File: config.mk
export PLATFORM = sky130hd
export DESIGN_NAME = uart_cmd_ctrl
export DESIGN_NICKNAME = d
export VERILOG_FILES = /design/src/rtl/uart_cmd_ctrl.sv
export SDC_FILE = /design/constraint.sdc
export NUM_CORES = 1
export LEC_CHECK = 0
export CORE_ASPECT_RATIO = 0.75
export CORE_MARGIN = 1
export CORE_UTILIZATION = 60
export DETAILED_ROUTE_END_ITERATION = 12
export PLACE_DENSITY_LB_ADDON = 0.15
export SLEW_MARGIN = 20
export SYNTH_ARGS = -nofsm -noshare
export SYNTH_HDL_FRONTEND = slang
export SYNTH_SLANG_ARGS = --single-unit
File: constraint.sdc
create_clock -name clk -period 5.7 [get_ports clk]
set_input_delay 1.71 -clock clk [delete_from_list [all_inputs] [get_ports clk]]
set_output_delay 1.71 -clock clk [all_outputs]
set_load 0.1 [all_outputs]
File: src/rtl/uart_cmd_ctrl.sv
// UART command controller: parses HDR/CMD/DATA frames from the receiver,
// applies writes to a control register and sends ACK/NAK (+ read data) back
// through a busy-handshaked transmitter.
module uart_cmd_ctrl #(
   parameter int unsigned TIMEOUT = 100000,
   parameter logic [7:0]  HDR     = 8'hA5
) (
   input  logic       clk,
   input  logic       rst,
   input  logic       rx_recieved,
   input  logic [7:0] rx_output,
   input  logic       tx_busy,
   output logic       tx_start,
   output logic [7:0] tx_input,
   output logic [7:0] reg_out,
   output logic [7:0] drop_cnt,
   output logic [7:0] err_cnt
);

   localparam logic [7:0]  CmdWrite = 8'h01;
   localparam logic [7:0]  CmdRead  = 8'h02;
   localparam logic [7:0]  RespAck  = 8'h06;
   localparam logic [7:0]  RespNak  = 8'h15;
   // Timer value at which the next idle cycle makes it reach TIMEOUT.
   localparam logic [31:0] TimerMax = 32'(TIMEOUT - 1);

   typedef enum logic [2:0] {
      StIdle,
      StGotHdr,
      StGotCmd,
      StSend,
      StWaitHi,
      StWaitLo
   } state_e;

   state_e      state_q, state_d;
   logic [31:0] timer_q, timer_d;
   logic [7:0]  cmd_q, cmd_d;
   logic [7:0]  resp1_q, resp1_d;
   logic        second_q, second_d;
   logic [7:0]  tx_input_q, tx_input_d;
   logic [7:0]  reg_q, reg_d;
   logic [7:0]  drop_q, drop_d;
   logic [7:0]  err_q, err_d;
   logic        responding;

   function automatic logic [7:0] sat_inc(input logic [7:0] v);
      return (v == 8'hFF) ? v : v + 8'd1;
   endfunction

   assign responding = (state_q == StSend) || (state_q == StWaitHi) || (state_q == StWaitLo);

   // Next-state, response selection, counters and the tx_start strobe.
   always_comb begin
      state_d    = state_q;
      timer_d    = timer_q;
      cmd_d      = cmd_q;
      resp1_d    = resp1_q;
      second_d   = second_q;
      tx_input_d = tx_input_q;
      reg_d      = reg_q;
      drop_d     = drop_q;
      err_d      = err_q;
      tx_start   = 1'b0;

      case (state_q)
         StIdle: begin
            timer_d = '0;
            if (rx_recieved && (rx_output == HDR)) begin
               state_d = StGotHdr;
            end
         end
         StGotHdr: begin
            // A byte in the timeout cycle wins over the timeout.
            if (rx_recieved) begin
               cmd_d   = rx_output;
               timer_d = '0;
               state_d = StGotCmd;
            end else if (timer_q == TimerMax) begin
               timer_d = '0;
               err_d   = sat_inc(err_q);
               state_d = StIdle;
            end else begin
               timer_d = timer_q + 32'd1;
            end
         end
         StGotCmd: begin
            if (rx_recieved) begin
               timer_d  = '0;
               second_d = 1'b0;
               state_d  = StSend;
               case (cmd_q)
                  CmdWrite: begin
                     reg_d      = rx_output;
                     tx_input_d = RespAck;
                  end
                  CmdRead: begin
                     tx_input_d = RespAck;
                     resp1_d    = reg_q;
                     second_d   = 1'b1;
                  end
                  default: begin
                     tx_input_d = RespNak;
                     err_d      = sat_inc(err_q);
                  end
               endcase
            end else if (timer_q == TimerMax) begin
               timer_d = '0;
               err_d   = sat_inc(err_q);
               state_d = StIdle;
            end else begin
               timer_d = timer_q + 32'd1;
            end
         end
         StSend: begin
            if (!tx_busy) begin
               tx_start = 1'b1;
               state_d  = StWaitHi;
            end
         end
         StWaitHi: begin
            if (tx_busy) begin
               state_d = StWaitLo;
            end
         end
         StWaitLo: begin
            if (!tx_busy) begin
               if (second_q) begin
                  tx_input_d = resp1_q;
                  second_d   = 1'b0;
                  state_d    = StSend;
               end else begin
                  state_d = StIdle;
               end
            end
         end
         default: begin
            state_d = StIdle;
         end
      endcase

      if (rx_recieved && responding) begin
         drop_d = sat_inc(drop_q);
      end
   end

   // State and datapath registers.
   always_ff @(posedge clk or posedge rst) begin
      if (rst) begin
         state_q    <= StIdle;
         timer_q    <= '0;
         cmd_q      <= '0;
         resp1_q    <= '0;
         second_q   <= 1'b0;
         tx_input_q <= '0;
         reg_q      <= '0;
         drop_q     <= '0;
         err_q      <= '0;
      end else begin
         state_q    <= state_d;
         timer_q    <= timer_d;
         cmd_q      <= cmd_d;
         resp1_q    <= resp1_d;
         second_q   <= second_d;
         tx_input_q <= tx_input_d;
         reg_q      <= reg_d;
         drop_q     <= drop_d;
         err_q      <= err_d;
      end
   end

   assign tx_input = tx_input_q;
   assign reg_out  = reg_q;
   assign drop_cnt = drop_q;
   assign err_cnt  = err_q;

endmodule

======== After elaboration in Yosys (flattened, before gate mapping) ========
Cells that the tools add are included.
operators by class
  reduce and logical (&&, ||, !) cells .... 18
  $add $sub $neg .......................... 3
  bitwise logic cells ..................... 1
  multiplexer cells ....................... 29
  equal/unequal tests ..................... 19
operators with widths
  cell                   count
  $mux 32                2
  $mux 8                 8
  $pmux 32 s2            1
  $add 32x1->32 const B  1
  $eq 32x17->1 const B   1
  $pmux 8 s2             2
  $eq 8x8->1 const B     3
  $mux 3                 7
  $pmux 3 s6             1
  $add 8x1->8 const B    2
  $ne 2x2->1 const B     7
  $reduce_and 3->1       4
  $eq 8x1->1 const B     1
  $eq 8x2->1 const B     1
  $reduce_and 4->1       2
  $eq 3x2->1 const B     2
  $eq 3x3->1 const B     2
  $reduce_bool 2->1      3
  $mux 1                 5
  $mux 5                 1
  $reduce_and 2->1       2
  $reduce_or 2->1        2
  $eq 3x1->1 const B     1
  $logic_not 3->1        1
  other kinds (6)        8
word-level totals
  input bits .............................. 12
  output and inout bits ................... 33
  flip-flop bits (word level) ............. 84
  word-level logic and storage cells ...... 79

======== Longest topological paths before layout ========
  word-level depth ........................ 5
  gate-level depth with buffers ........... 8

======== Worst setup path after synthesis ========
No wires, ideal clock.
  kind .................................... input to output
  start ................................... input tx_busy
  end ..................................... output tx_start
  required time ........................... 3.990 ns
  slack ................................... 1.390 ns
  cell stages on the path ................. 2
  data arrival time ....................... 2.600 ns
  cells stage by stage .................... nor2b_1 > and2_1
on the way
  word-level cells in the longest chain between the ends .. 2
ends and longest elaborated chain
  what         line  text
  from (decl)  12    input logic tx_busy,
  $mux 1       116   if (!tx_busy) begin
  $mux 1       66    case (state_q)
  to (decl)    13    output logic tx_start,
No other way between the ends.

======== Final worst setup path ========
Ends and elaborated chain as after synthesis.

==> results.sh <==
export IMPL_outcome="complete, but fails checks"
export IMPL_violations="design-rule violations"
export IMPL_timing_rr_end="timer_q[19]"
export IMPL_clk_latency_ps=360
export IMPL_reg2reg_from="state_q[1]"
export IMPL_path_cells="clkdlybuf4s50_1 > nor2b_1 > and2_1 > buf_4"
export IMPL_cts_setup_buffers=0
export IMPL_post_route_period_util_pct=78.89
export IMPL_cp_end_kind="output pin"
export IMPL_wl_per_cell_um=17.65
export IMPL_cts_root_buffer="clkbuf_8"
export IMPL_placedCellCount=510
export IMPL_seqPwrFrac_pct=39.2
export IMPL_globalRoute_totalOverflow=0
export IMPL_track_usage_pct=27.99
export IMPL_cts_tree="yes"
export IMPL_ys_seq_area_share_pct=51.06
export IMPL_min_period_ps=4497
export IMPL_drtIter0Drc=244
export IMPL_cts_made_buffers=9
export IMPL_cpPeakStageDelay_ps=470
export IMPL_synth_seq_cells=84
export IMPL_grt_max_degree=59
export IMPL_via_count=3307
export IMPL_critPathBufInv=2
export IMPL_ys_warn_count=0
export IMPL_num_fill_cells=452
export IMPL_diodes=0
export IMPL_post_route_drc_count=8
export IMPL_postRouteAntennaNets=0
export IMPL_hold_violations=0
export IMPL_fmax_ghz=0.2224
export IMPL_synth_flop_cell="dfrtp_1"
export IMPL_final_core_util_pct=74.69
export IMPL_ios=45
export IMPL_worstPathArrival_ps=2790
export IMPL_regArea_um2=2102
export IMPL_gp_congestion=0.8537
export IMPL_syn2layout_area_growth_pct=17.48
export IMPL_clk_pin_slew_ps=80
export IMPL_start_util_pct=63.57
export IMPL_critPathLaunchType="input port"
export IMPL_clockBufferDepth=2
export IMPL_grt_setup_unrepaired="false"
export IMPL_layout_common_cells="dfrtp_1, clkdlybuf4s50_1, nor2_1"
export IMPL_rows=25
export IMPL_cts_sinks=84
export IMPL_drive_gt1_share_pct=12.81
export IMPL_syn_inst=393
export IMPL_cts_htree_levels=3
export IMPL_core_area_um2=6475
export IMPL_r2r_cells=5
export IMPL_mostFrequentLayoutCell="dfrtp_1"
export IMPL_worst_path_stages=4
export IMPL_multi_input_area_um2=1949
export IMPL_hold_ws_ps=488.0
export IMPL_crit_path_end="tx_start"
export IMPL_slew_headroom_pct=27.92
export IMPL_powerDensity_nw_per_um2=425.6
export IMPL_antenna_found_initial=0
export IMPL_syn_area_um2=4116
export IMPL_dpl_hpwl_um=6367
export IMPL_setup_violations=0
export IMPL_p_sw_uw=917.1
export IMPL_p_comb_share_pct=39.6
export IMPL_postCtsHoldBufs=0
export IMPL_fp_dieH_um=73.73
export IMPL_cp_top_family="buffers and inverters"
export IMPL_avgSynthCellArea_um2=10.47
export IMPL_grt_pass1_vias=3119
export IMPL_syn_nets=408
export IMPL_report_final_slew_viol_count=0
export IMPL_p_int_mw=1.141
export IMPL_synth_distinct_cells=47
export IMPL_viasPerCell=6.287
export IMPL_firstDrtPassIters=10
export IMPL_postRouteWirelength_um=9286
export IMPL_cp_required_ps=3990
export IMPL_p_sw_share_pct=44.56
export IMPL_power_leakage_nw=2.009
export IMPL_async_reset_ff_share_pct=100.0
export IMPL_clockPowerShare_pct=21.1
export IMPL_clock_skew_ps=7.365
export IMPL_synth_edf_count=0
export IMPL_portBuffers=44
export IMPL_nNetsFinal=455
export IMPL_layout_cells_non_filler=526
export IMPL_maxCapViolations=0
export IMPL_worst_slew_pin_slew_ps=1071
export IMPL_grt_pass1_wl_um=15460
export IMPL_fp_dieW_um=97.65
export IMPL_critPathSlowestCell="clkdlybuf4s50_1"
export IMPL_worstSetupPathType="in -> out"
export IMPL_worst_hold_path_type="reg -> reg"
export IMPL_crit_start="tx_busy"
export IMPL_cts_resized_gates=0
export IMPL_final_setup_tns_ps=0
export IMPL_ir_drop_mv=0.2363
export IMPL_rrSetupSlack_ps=3210
export IMPL_die_area_um2=7199
export IMPL_critical_path_max_fanout=5
worst reg2reg max path, cell delays in order, from the launching register on:
cell	delay [ps]
dfrtp_1	560
a21o_1	460
nor4_1	890
nand4_1	210
xor2_1	180
nor2_1	130
worst min path at each step:
stage / slack, ps / from / cells past startpoint / endpoint
2_1_floorplan: 470 / resp1_q[1] / 1 / resp1_q[1]
3_3_place_gp: 480 / drop_cnt[5] / 1 / drop_cnt[5]
3_5_place_dp: 470 / tx_input[3] / 2 / tx_input[3]
4_1_cts: 490 / drop_cnt[5] / 1 / drop_cnt[5]
5_1_grt: 530 / resp1_q[4] / 1 / resp1_q[4]
6_report: 490 / drop_cnt[5] / 1 / drop_cnt[5]
final cells by class:
type                            count  area share [%]
Tap cell                           81           2.096
Clock inverter                      5           1.242
Multi-Input combinational cell    292           40.31
Timing Repair Buffer               46           9.366
Clock buffer                       11           2.924
Inverter                            7          0.5951
Sequential cell                    84           43.47
cell usage after synthesis (2+ instances only):
cell type	n	share of area, %
clkbuf_1	9	0.82
a21oi_1	13	1.6
or4_1	5	0.91
nor3_1	12	1.5
and4_1	2	0.43
ha_1	3	0.91
nor2_1	33	3.0
mux2_2	25	6.8
dfrtp_1	84	51
xnor2_1	13	2.8
a31oi_1	5	0.76
a21o_1	2	0.36
or4_4	2	0.55
xor2_1	21	4.5
o21ai_0	11	1.3
nand2b_1	6	0.91
nor4_1	9	1.4
nor3_2	2	0.49
nand2_1	30	2.7
nor3b_1	3	0.55
nand4_1	19	2.9
nand3b_1	2	0.36
nor4b_1	3	0.64
mux2_1	2	0.55
nor2b_1	6	0.91
nand4b_1	4	0.85
a22o_1	2	0.43
and3_1	5	0.76
inv_1	7	0.64
or2_2	3	0.46
nand3_1	26	3.2
and2_1	4	0.61
o211ai_1	6	1.1
routing by layer:
metal  part of all wire, %  global-route usage (%)  up-vias  wire (µm)
met5                     0                       0        -          0
met4                   1.3                   7.744        0        123
met3                   7.6                   7.707       19        703
met2                    46                   42.63      133       4226
met1                    46                   39.77     1637       4232
li1                      -                       -     1518          -
through the flow:
step                      area [µm²]  power (mW)  worst slack, ps
after floorplan                 4116       1.428             1390
after global placement          4633       1.605             1227
after detailed placement        4633       1.623             1202
after CTS                       4835       2.055             1202
after global routing            4836       2.149             1145
final                           4836       2.058             1203
power by group through the flow:
| stage | Clock, mW | Combinational [mW] | Sequential [mW] |
|---|---|---|---|
| 2_1_floorplan | 0 | 0.358 | 1.07 |
| 3_3_place_gp | 0 | 0.794 | 0.811 |
| 3_5_place_dp | 0 | 0.807 | 0.816 |
| 4_1_cts | 0.438 | 0.812 | 0.805 |
| 5_1_grt | 0.464 | 0.861 | 0.824 |
| 6_report | 0.434 | 0.816 | 0.808 |
registers in the layout (all words and copies together), names as in the netlist:
name      count
resp1_q       8
timer_q      32
tx_input      8
err_cnt       8
drop_cnt      8
reg_out       8
second_q      1
cmd_q         8
state_q       3
cells by family (layout without fill, tap and decap cells):
kind of cell	after synthesis	count (layout)	synth area share (%)
XOR/XNOR	34	34	7.234
multiplexers	28	28	7.751
AO/OA/AOI/OAI	48	48	7.720
AND/OR/NAND/NOR	179	179	23.74
buffers and inverters	17	69	1.580
adder cells (fa/ha/maj)	3	3	0.9120
flip-flops	84	84	51.06
(Power assumes the default switching activity.)
